[config.mk]
export PLATFORM = sky130hd
export DESIGN_NAME = half_duplex_ctrl
export DESIGN_NICKNAME = d
export VERILOG_FILES = /design/src/rtl/half_duplex_ctrl.sv
export SDC_FILE = /design/constraint.sdc
export NUM_CORES = 1
export LEC_CHECK = 0
export CORE_UTILIZATION = 50
export DETAILED_ROUTE_END_ITERATION = 8
export GPL_TIMING_DRIVEN = 0
export PLACE_DENSITY = 0.75
export SYNTH_ARGS = -nofsm -noshare
export SYNTH_HDL_FRONTEND = slang
export SYNTH_SLANG_ARGS = --single-unit
[constraint.sdc]
create_clock -name clk -period 6.8 [get_ports clk]
set_clock_uncertainty 0.2 [all_clocks]
set_input_delay 2.04 -clock clk [delete_from_list [all_inputs] [get_ports clk]]
set_output_delay 2.04 -clock clk [all_outputs]
set_load 0.01 [all_outputs]
[src/rtl/half_duplex_ctrl.sv]
// Half-duplex line controller: buffers outbound words, owns bus direction and
// inserts dead turnaround cycles between transmit and receive.
module half_duplex_ctrl #(
    parameter int WIDTH     = 8,
    parameter int DEPTH     = 4,
    parameter int TA_CYCLES = 2
) (
    input  logic             clk,
    input  logic             rst_n,
    input  logic             tx_valid,
    input  logic [WIDTH-1:0] tx_data,
    output logic             tx_ready,
    output logic             rx_valid,
    output logic [WIDTH-1:0] rx_data,
    output logic             line_dir,
    output logic [WIDTH-1:0] line_out,
    output logic             line_out_valid,
    input  logic [WIDTH-1:0] line_in,
    input  logic             line_in_valid,
    output logic             busy
);

    localparam int PW = $clog2(DEPTH);
    localparam int CW = PW + 1;
    localparam int TW = $clog2(TA_CYCLES + 1);
    localparam logic [CW-1:0] DEPTH_C = CW'(DEPTH);
    localparam logic [TW-1:0] TA_C    = TW'(TA_CYCLES);

    typedef enum logic [1:0] {
        ST_IDLE    = 2'd0,
        ST_TURN_TX = 2'd1,
        ST_SEND    = 2'd2,
        ST_TURN_RX = 2'd3
    } state_t;

    state_t           state_q, state_d;
    logic [WIDTH-1:0] mem_q [DEPTH];
    logic [PW-1:0]    wr_ptr_q, wr_ptr_d;
    logic [PW-1:0]    rd_ptr_q, rd_ptr_d;
    logic [CW-1:0]    count_q, count_d;
    logic [TW-1:0]    ta_cnt_q, ta_cnt_d;
    logic             rx_valid_q, rx_valid_d;
    logic [WIDTH-1:0] rx_data_q, rx_data_d;
    logic [WIDTH-1:0] last_out_q, last_out_d;
    logic             full_s, push_s, pop_s;
    logic [WIDTH-1:0] head_s;

    // FIFO handshake decode from registered occupancy and state
    always_comb begin
        full_s = (count_q == DEPTH_C);
        push_s = tx_valid && !full_s;
        pop_s  = (state_q == ST_SEND) && (count_q != {CW{1'b0}});
        head_s = mem_q[rd_ptr_q];
    end

    // Direction / turnaround state machine and receive capture
    always_comb begin
        state_d    = state_q;
        ta_cnt_d   = ta_cnt_q;
        rx_valid_d = 1'b0;
        rx_data_d  = rx_data_q;
        case (state_q)
            ST_IDLE: begin
                // Receive wins; a pending transmit waits until the remote goes quiet
                if (line_in_valid) begin
                    rx_valid_d = 1'b1;
                    rx_data_d  = line_in;
                end else if ((count_q != {CW{1'b0}}) || push_s) begin
                    state_d  = ST_TURN_TX;
                    ta_cnt_d = TA_C;
                end else begin
                    state_d = ST_IDLE;
                end
            end
            ST_TURN_TX: begin
                if (ta_cnt_q == TW'(1)) begin
                    state_d = ST_SEND;
                end else begin
                    ta_cnt_d = ta_cnt_q - TW'(1);
                end
            end
            ST_SEND: begin
                if ((count_q == CW'(1)) && !push_s) begin
                    state_d  = ST_TURN_RX;
                    ta_cnt_d = TA_C;
                end else begin
                    state_d = ST_SEND;
                end
            end
            ST_TURN_RX: begin
                if (ta_cnt_q == TW'(1)) begin
                    state_d = ST_IDLE;
                end else begin
                    ta_cnt_d = ta_cnt_q - TW'(1);
                end
            end
            default: begin
                state_d  = ST_IDLE;
                ta_cnt_d = {TW{1'b0}};
            end
        endcase
    end

    // FIFO pointer, occupancy and held line_out value
    always_comb begin
        wr_ptr_d   = push_s ? (wr_ptr_q + PW'(1)) : wr_ptr_q;
        rd_ptr_d   = pop_s ? (rd_ptr_q + PW'(1)) : rd_ptr_q;
        last_out_d = pop_s ? head_s : last_out_q;
        case ({push_s, pop_s})
            2'b10:   count_d = count_q + CW'(1);
            2'b01:   count_d = count_q - CW'(1);
            default: count_d = count_q;
        endcase
    end

    // Storage array; pointers carry validity so no reset is needed here
    always_ff @(posedge clk) begin
        if (push_s) begin
            mem_q[wr_ptr_q] <= tx_data;
        end
    end

    // State and control registers with synchronous reset
    always_ff @(posedge clk) begin
        if (!rst_n) begin
            state_q    <= ST_IDLE;
            wr_ptr_q   <= {PW{1'b0}};
            rd_ptr_q   <= {PW{1'b0}};
            count_q    <= {CW{1'b0}};
            ta_cnt_q   <= {TW{1'b0}};
            rx_valid_q <= 1'b0;
            rx_data_q  <= {WIDTH{1'b0}};
            last_out_q <= {WIDTH{1'b0}};
        end else begin
            state_q    <= state_d;
            wr_ptr_q   <= wr_ptr_d;
            rd_ptr_q   <= rd_ptr_d;
            count_q    <= count_d;
            ta_cnt_q   <= ta_cnt_d;
            rx_valid_q <= rx_valid_d;
            rx_data_q  <= rx_data_d;
            last_out_q <= last_out_d;
        end
    end

    assign tx_ready       = !full_s;
    assign busy           = (state_q != ST_IDLE);
    assign line_dir       = (state_q == ST_TURN_TX) || (state_q == ST_SEND);
    assign line_out_valid = (state_q == ST_SEND);
    assign line_out       = (state_q == ST_SEND) ? head_s : last_out_q;
    assign rx_valid       = rx_valid_q;
    assign rx_data        = rx_data_q;

endmodule

==> run_results.csv <==
group,metric,value,unit
power_and_ir_drop,combPwrFrac,29.4,%
yosys,synth_xor_area_share,1.61,%
finish,syn_to_final_growth,24.9,%
die,start_util,52.6,%
yosys,yosysTopAreaCellShare,35.3,%
timing,hold_viol,0,
yosys,yosys_register_bits,62,
route,drtPass1Iterations,4,
critical_path,start_kind,"register",
route,drt_first_iter_violations,56,
finish,num_antenna_cells,0,
finish,nFillCells,411,
placement,io_buffers,40,
yosys,avgSynthCellArea,13.3,um^2
power_and_ir_drop,power_leakage,0.00130,uW
worst_hold_path,min_to,"ta_cnt_q[1]",
power_and_ir_drop,clockPowerShare,28.3,%
worst_hold_path,hold_path_class,"register to register",
cts,cts_resized,0,
critical_path,critPathCaptureType,"output port",
yosys,synth_flop_cell,"edfxtp_1",
route,wl_per_cell,13.9,um
route,viasPerCell,4.91,
power_and_ir_drop,p_switching,310,uW
die,fp.dieH,75.8,um
yosys,synth_simple_gate_area_share,9.56,%
route,vias,1620,
yosys,synth_area_leaders,"edfxtp_1 35%, dfxtp_1 22%, ha_1 6.9%, mux4_2 6.6%, mux2i_1 4.4%",
timing,finalMaxSlewViolations,0,
grt,grt_max_degree,12,
die,dieArea,0.00574,mm^2
power_and_ir_drop,p_int,772,uW
run_status,run_status,"completed",
grt,grt_pass1_vias,1556,
yosys,synth_area,0.00272,mm^2
power_and_ir_drop,seqPwrFrac,42.2,%
yosys,yosys_warnings,0,
cts,cts_buffers,9,
die,rows,26,
timing,slew_headroom,64.3,%
yosys,netlist_instances,204,
yosys,ys_top_cells_by_count,"32 x edfxtp_1, 30 x dfxtp_1, 21 x nand2_1",
critical_path,crit_required,4.56,ns
critical_path,r2r_end,"count_q[2]",
grt,grt_pass1_wl,7230,um
yosys,synth_top_family_by_area,"multiplexers",
timing,setup_ws,2.34,ns
cts,clk_pin_slew,0.06,ns
cts,clockBufferDepth,2,
job,max_cap_viol_count,0,
power_and_ir_drop,power,1080,uW
placement,place_hpwl,3220,um
yosys,synth_fa_ha_area_share,6.90,%
power_and_ir_drop,p_sw_share,28.6,%
die,ioPinCount,41,
grt,antenna_found_initial,0,
yosys,synth_area_leader_cell,"edfxtp_1",
critical_path,critical_path_class,"register to output port",
critical_path,reg2reg_depth,9,
cts,post_cts_buffers,0,
timing,fin_crit_sh,65.6,%
yosys,synth.most_common_cell,"edfxtp_1",
timing,setup_viol,0,
finish,drive_above_1_share,14.2,%
critical_path,cp.arrival,2.22,ns
grt,grt_remaining_overflow,0,
cts,htreeDepth,3,
timing,tns,0,ns
cts,clkSinkCount,62,
route,wl,4600,um
die,core_area,0.00517,mm^2
yosys,synth.distinct_cells,30,
route,ant_nets,0,
route,drcViolationCount,0,
critical_path,worstPathMaxFanout,8,
placement,dp_slack,2.68,ns
worst_hold_path,hold_path_startpoint,"ta_cnt_q[1]",
yosys,ys_seq_area_share,57.4,%
yosys,synth_edf_count,32,
power_and_ir_drop,powerDensity,318,mW/mm^2
placement,routabilityCongestion,0.670,
critical_path,r2r_slack,4.46,ns
yosys,synth.net_count,239,
yosys,synth_compound_area_share,5.84,%
cts,root_buffer,"clkbuf_8",
timing,max_freq,224,MHz
critical_path,regToRegStartpoint,"count_q[0]",
worst_hold_path,worstHoldPathCells,2,
timing,rsz0062_at_grt,"no",
yosys,muxShareOfSynthArea,15.4,%
timing,fin_crit,4.46,ns
power_and_ir_drop,ir_drop,214,uV
yosys,async_reset_ff_share,0,%
die,die_x,75.8,um
grt,grtUsageTotal,18.2,%
cts,cts_tree,"yes",
timing,worstMarginPinSlew,0.536,ns
finish,nets,290,
cts,clkLatencyLatePin,0.33,ns
cts,hold_buffers,0,
[sequential cells by signal, summed over array words and instances (netlist names), named ones only]
| register | cells |
|---|---|
| mem_q | 32 |
| last_out_q | 8 |
| rx_data | 8 |
| count_q | 3 |
| rd_ptr_q | 2 |
| state_q | 2 |
| ta_cnt_q | 2 |
| wr_ptr_q | 2 |
| rx_valid | 1 |
[power by group through the flow]
stage	Combinational [uW]	Clock, uW	Sequential, uW
global route	351	331	461
detailed placement	319	0	465
global placement	317	0	463
CTS	322	314	457
floorplan	202	0	464
finish	318	306	457
[placed cells by master (no fill, tap or decap), drive strengths merged, types with 2 or more instances in the layout]
cell	instances
xnor2	5
clkbuf	15
buf	4
ha	15
a21boi	11
dfxtp	30
nor2b	10
o21ai	7
nor2	3
edfxtp	32
mux2i	12
mux2	8
and2	11
nand2	22
inv	11
mux4	8
clkinv	3
clkdlybuf4s50	40
clkinvlp	2
[per-stage QoR]
step | area (um^2) | util [%] | cells | hold WS [ns]
floorplan | 2720 | - | 204 | 0.239
global placement | 3210 | 62.0 | 314 | 0.251
detailed placement | 3210 | 62.0 | 314 | 0.259
CTS | 3400 | 65.7 | 330 | 0.268
global route | 3400 | 65.7 | 330 | 0.276
finish | 3400 | 65.7 | 330 | 0.263
[kinds of logic after synthesis]
family                     after synthesis
muxes                                   28
and+or+nand+nor                         51
AOI/OAI and AO/OA                       23
buffers and inverters                   20
adders and majority gates               15
DFF                                     62
xor gates and xnor gates                 5
[worst max-delay path by stage]
stage / endpoint / slack (ns) / cells after the start
floorplan: line_out[0] / 3.30 / 4
finish: line_out[4] / 2.34 / 4
global route: line_out[0] / 2.25 / 4
CTS: line_out[4] / 2.31 / 4
global placement: count_q[2] / 2.68 / 6
detailed placement: line_out[0] / 2.68 / 4
[worst max-delay path, cell delays in order, from the launching register on]
cell             delay (ns)
dfxtp_1                0.31
clkbuf_1               0.42
mux4_2                 0.40
mux2_4                 0.27
clkdlybuf4s50_1        0.48
[final cells by class]
| class | count | area [um^2] | area share [%] |
|---|---|---|---|
| well taps | 70 | 87.6 | 2.58 |
| clock inverters | 6 | 62.6 | 1.84 |
| flip-flops and latches | 62 | 1560 | 45.9 |
| multi-input cells | 122 | 1070 | 31.5 |
| repair buffers | 40 | 400 | 11.8 |
| inverters | 11 | 41.3 | 1.21 |
| clock buffers | 10 | 128 | 3.75 |
| plain buffers | 9 | 47.5 | 1.40 |
[metal layers]
metal / share of wire (%) / global-route usage, %
met2: 49 / 29.0
met1: 46 / 22.6
met3: 3.2 / 6.35
met4: 1.8 / 8.02
met5: 0 / 0
Note: power is estimated with default switching activity, not from simulation.
